<file path="src/rtl/efuses_read_sm.sv">
// rtl/efuses_read_sm.sv - eFuse macro serial read-out controller
// Drives CSB/SCLK through a 32-bit read and captures DOUT LSB-first.
module efuses_read_sm #(
  parameter int SETUP_CYC = 4,
  parameter int HOLD_CYC  = 4
) (
  input  logic        clk,
  input  logic        rst,
  input  logic        start,
  input  logic [3:0]  TCKHP,
  input  logic        DOUT,
  output logic        CSB,
  output logic        SCLK,
  output logic        PGM,
  output logic [31:0] data,
  output logic        valid,
  output logic        busy
);

  // cnt must cover a full half period as well as the setup/hold preloads
  localparam int CMAX_A = (SETUP_CYC - 1 > 15) ? SETUP_CYC - 1 : 15;
  localparam int CMAX   = (HOLD_CYC - 1 > CMAX_A) ? HOLD_CYC - 1 : CMAX_A;
  localparam int CW     = $clog2(CMAX + 1);

  localparam logic [CW-1:0] SETUP_LD = CW'(SETUP_CYC - 1);
  localparam logic [CW-1:0] HOLD_LD  = CW'(HOLD_CYC - 1);
  localparam logic [CW-1:0] CNT_ONE  = CW'(1);

  typedef enum logic [2:0] {
    IDLE    = 3'd0,
    SETUP   = 3'd1,
    SCLK_HI = 3'd2,
    SCLK_LO = 3'd3,
    HOLD    = 3'd4
  } state_t;

  state_t        state;
  logic [CW-1:0] cnt;
  logic [3:0]    hp;
  logic [4:0]    bit_cnt;
  logic [31:0]   shift;

  always_ff @(posedge clk) begin
    if (rst) begin
      state   <= IDLE;
      cnt     <= '0;
      hp      <= '0;
      bit_cnt <= '0;
      shift   <= '0;
      CSB     <= 1'b1;
      SCLK    <= 1'b0;
      PGM     <= 1'b0;
      data    <= '0;
      valid   <= 1'b0;
      busy    <= 1'b0;
    end else begin
      valid <= 1'b0;
      PGM   <= 1'b0;
      case (state)
        IDLE: begin
          if (start) begin
            CSB     <= 1'b0;
            busy    <= 1'b1;
            hp      <= TCKHP;
            bit_cnt <= '0;
            cnt     <= SETUP_LD;
            state   <= SETUP;
          end
        end
        SETUP: begin
          if (cnt != '0) begin
            cnt <= cnt - CNT_ONE;
          end else begin
            SCLK  <= 1'b1;
            cnt   <= CW'(hp);
            state <= SCLK_HI;
          end
        end
        SCLK_HI: begin
          // DOUT is captured on the edge that drops SCLK (last high cycle)
          if (cnt != '0) begin
            cnt <= cnt - CNT_ONE;
          end else begin
            shift[bit_cnt] <= DOUT;
            SCLK           <= 1'b0;
            cnt            <= CW'(hp);
            state          <= SCLK_LO;
          end
        end
        SCLK_LO: begin
          if (cnt != '0) begin
            cnt <= cnt - CNT_ONE;
          end else if (bit_cnt == 5'd31) begin
            cnt   <= HOLD_LD;
            state <= HOLD;
          end else begin
            bit_cnt <= bit_cnt + 5'd1;
            SCLK    <= 1'b1;
            cnt     <= CW'(hp);
            state   <= SCLK_HI;
          end
        end
        HOLD: begin
          if (cnt != '0) begin
            cnt <= cnt - CNT_ONE;
          end else begin
            CSB   <= 1'b1;
            data  <= shift;
            valid <= 1'b1;
            busy  <= 1'b0;
            state <= IDLE;
          end
        end
        default: begin
          state   <= IDLE;
          cnt     <= '0;
          hp      <= '0;
          bit_cnt <= '0;
          shift   <= '0;
          CSB     <= 1'b1;
          SCLK    <= 1'b0;
          data    <= '0;
          valid   <= 1'b0;
          busy    <= 1'b0;
        end
      endcase
    end
  end

endmodule

</file>
<file path="config.mk">
export PLATFORM = sky130hd
export DESIGN_NAME = efuses_read_sm
export DESIGN_NICKNAME = d
export VERILOG_FILES = /design/src/rtl/efuses_read_sm.sv
export SDC_FILE = /design/constraint.sdc
export NUM_CORES = 1
export LEC_CHECK = 0
export ABC_CLOCK_PERIOD_IN_PS = 2560
export CORE_ASPECT_RATIO = 1.5
export CORE_MARGIN = 3
export CORE_UTILIZATION = 57
export CTS_BUF_LIST = sky130_fd_sc_hd__clkbuf_8
export DETAILED_ROUTE_END_ITERATION = 8
export GPL_ROUTABILITY_DRIVEN = 0
export PLACE_DENSITY = 0.9
export RECOVER_POWER = 25
export SLEW_MARGIN = 15
export SYNTH_ARGS = -nofsm -noshare
export SYNTH_HDL_FRONTEND = slang
export SYNTH_SLANG_ARGS = --single-unit
</file>
<file path="constraint.sdc">
create_clock -name clk -period 2.56 [get_ports clk]
set_input_delay 0.256 -clock clk [delete_from_list [all_inputs] [get_ports clk]]
set_output_delay 0.256 -clock clk [all_outputs]
set_load 0.01 [all_outputs]
</file>
==> reports/results.txt <==
Status = completed
DRC viols = 0
Clk_lat worst skew = 0.36 ns
Max-Slew Margin vs Limit = 0.513
Critical path type = reg -> reg
# H-tree levels = 3
Starting density of the core = 0.595
Slew @ Worst Pin = 0.729 ns
Cell taking the most area after synthesis = dfxtp_1
IO buf count = 43
Synth warn = 0
Row count = 34
Worst Hold Class = reg -> reg
Power per cell area = 705 nW/µm²
CTS tree = done
Pleak = 1.63 nW
Mapped Area = 3470 µm²
Synth Area per Inst = 9.25 µm²
Top post-synthesis cells by area = dfxtp_1 49%, o21ai_0 9.5%, a22o_1 9.3%
Vias in the first global route = 2965
DR WL/cell = 17.3 µm
Setup bufs post-CTS = 0
Clock slew at reported path FFs = 0.09 ns
Post_cts resized = 0
# clock sinks = 84
Critical Path Start Type = register
Die ar. = 7070 µm²
Initial DRC count = 335
Final wirelength = 8.35 mm
Tmin final = 2.23 ns
Die width = 69.7 µm
Maximum clock frequency = 449 MHz
Post-Synthesis Cells = 375
TNS Setup = 0 ns
Max Fanout on Critical Path = 18
Post-detail-place hpwl = 5.67 mm
Synthesized net count = 390
Netlist cell types = 49
Layout cells sized above 1 = 0.0803
CP required = 2.84 ns
CTS Buf Count = 9
Endpoints failing setup = 0
Antenna cell count = 0
Core ar. = 5830 µm²
GRT Resource Usage Total = 0.244
Top Ports = 45
Final Net Count = 421
Layout Cells excl Fill = 483
Dpl cells = 466
EDFF count, synth = 0
Die Y-Extent = 102 µm
Detailed Routing Iterations Pass 1 = 5
DR vias/cell = 6.32
Synth top area share = 0.485
Crit path DAT = 2.50 ns
Setup crit end kind = register
Maximum clock insertion buffer count = 2
# Max-Cap Violations = 0
Period utilization = 0.870
Worst Skew = 0.00941 ns
RSZ-0062 raised after global routing = false
Synth Flop Type = dfxtp_1
Fin. Hold Viols = 0
DR vias = 3053
Final Max Slew Viols = 0
P&R area growth vs syn = 18.5%
Max VDD drop = 0.448 mV
Hold Slack = 0.465 ns
Largest net degree at the start of global routing = 34
GR Overflow Total = 0
Global-route wire length before repair = 13.8 mm
Post-route ant nets = 0
Fill cells = 433
Sequential share of the synthesized area = 0.485
Clock tree root buffer cell = clkbuf_8
Async S/R FF share, synth = 0
FF+latch count, synth = 84
Initial antenna violation count = 0
Cts hold-fix bufs = 0
routing by layer:
layer / track usage / routed length [µm]
met5: 0 / 0
met4: 0.127 / 327
met3: 0.0596 / 486
met2: 0.444 / 4360
met1: 0.262 / 3170
area by class of cell:
| class | instances | area, µm² | share of cell area |
|---|---|---|---|
| clock buffer | 9 | 124 | 0.0301 |
| tap | 72 | 90.1 | 0.0219 |
| clock inverter | 7 | 82.6 | 0.0201 |
| timing repair buffer | 52 | 498 | 0.121 |
| inverter | 8 | 30.0 | 0.00731 |
| sequential | 84 | 1680 | 0.409 |
| multi-input combinational | 251 | 1600 | 0.390 |
report_power, final:
group	switching, W	leakage (nW)	internal (W)	total, W
Sequential	0.0000551	0.679	0.00135	0.00140
Clock	0.000516	0.0984	0.000466	0.000982
Combinational	0.000307	0.857	0.000203	0.000510
Total	0.000878	1.63	0.00202	0.00290
kinds of logic (layout without fill, tap and decap cells):
group | count (synthesis) | count (layout) | synth area share
mux | 1 | 1 | 0.00289
buf+inv | 40 | 76 | 0.0538
simple gates | 71 | 71 | 0.112
other cells | 1 | 1 | 0.00108
fa+ha+maj | 7 | 7 | 0.0253
xor+xnor | 2 | 2 | 0.00505
compound gates | 169 | 169 | 0.315
flops | 84 | 84 | 0.485
cell usage after synthesis, drive strengths merged (2+ instances only):
cell type,n
ha,7
o21a,2
o21ai,68
inv,8
nor2,14
nor3,4
a22oi,5
nand3,4
and3,3
nand2,20
buf,16
or3,5
nand2b,4
dfxtp,84
a21oi,28
a311oi,3
a32o,2
or2,2
a22o,37
clkbuf,16
nor2b,8
a31oi,17
worst paths after layout:
path	from	end	slack, ns	cells after the start
worst max-delay path	cnt[0]	shift[21]	0.33	8
worst min-delay path	shift[23]	data[23]	0.47	1
worst max register to register	cnt[0]	shift[21]	0.33	8
worst min register to register	shift[23]	data[23]	0.47	1
layout by cell type, fill, tap and decap left out, types with 3 or more instances in the layout:
cell type / netlist / final
inv_1: 8 / 8
dlygate4sd3_1: 0 / 28
a31oi_1: 17 / 17
dfxtp_1: 84 / 84
ha_1: 7 / 7
nand3_1: 4 / 4
nor2_1: 14 / 14
nand2b_1: 4 / 4
buf_4: 1 / 7
o21ai_0: 66 / 66
or3_1: 5 / 5
a22o_1: 37 / 37
clkdlybuf4s50_1: 0 / 15
nand2_1: 20 / 20
a22oi_1: 5 / 5
nor3_1: 3 / 3
a21oi_1: 28 / 27
clkbuf_8: 0 / 9
nor2b_1: 8 / 8
sequential cells by signal (all words and copies together), names as in the netlist, 3 cells and up:
register,cells
data,32
shift,32
hp,4
bit_cnt,5
cnt,4
state,3
worst max-delay path: stages (launching register included):
cell	delay, ns
dfxtp_1	0.38
inv_1	0.08
ha_1	0.24
nor3b_2	0.17
buf_4	0.18
a311oi_4	0.61
buf_6	0.26
o21ai_0	0.12
o21ai_0	0.10
stage by stage:
step | instance area (µm²) | setup slack, ns | utilization | total power (W)
4_1_cts | 4100 | 0.0721 | 0.704 | 0.00289
2_1_floorplan | 3470 | 0.594 | - | 0.00180
6_report | 4110 | 0.333 | 0.705 | 0.00290
3_3_place_gp | 3890 | 0.264 | 0.668 | 0.00191
3_5_place_dp | 3890 | 0.178 | 0.668 | 0.00193
5_1_grt | 4110 | 0.168 | 0.705 | 0.00302
Note: power is estimated with default switching activity, not from simulation.
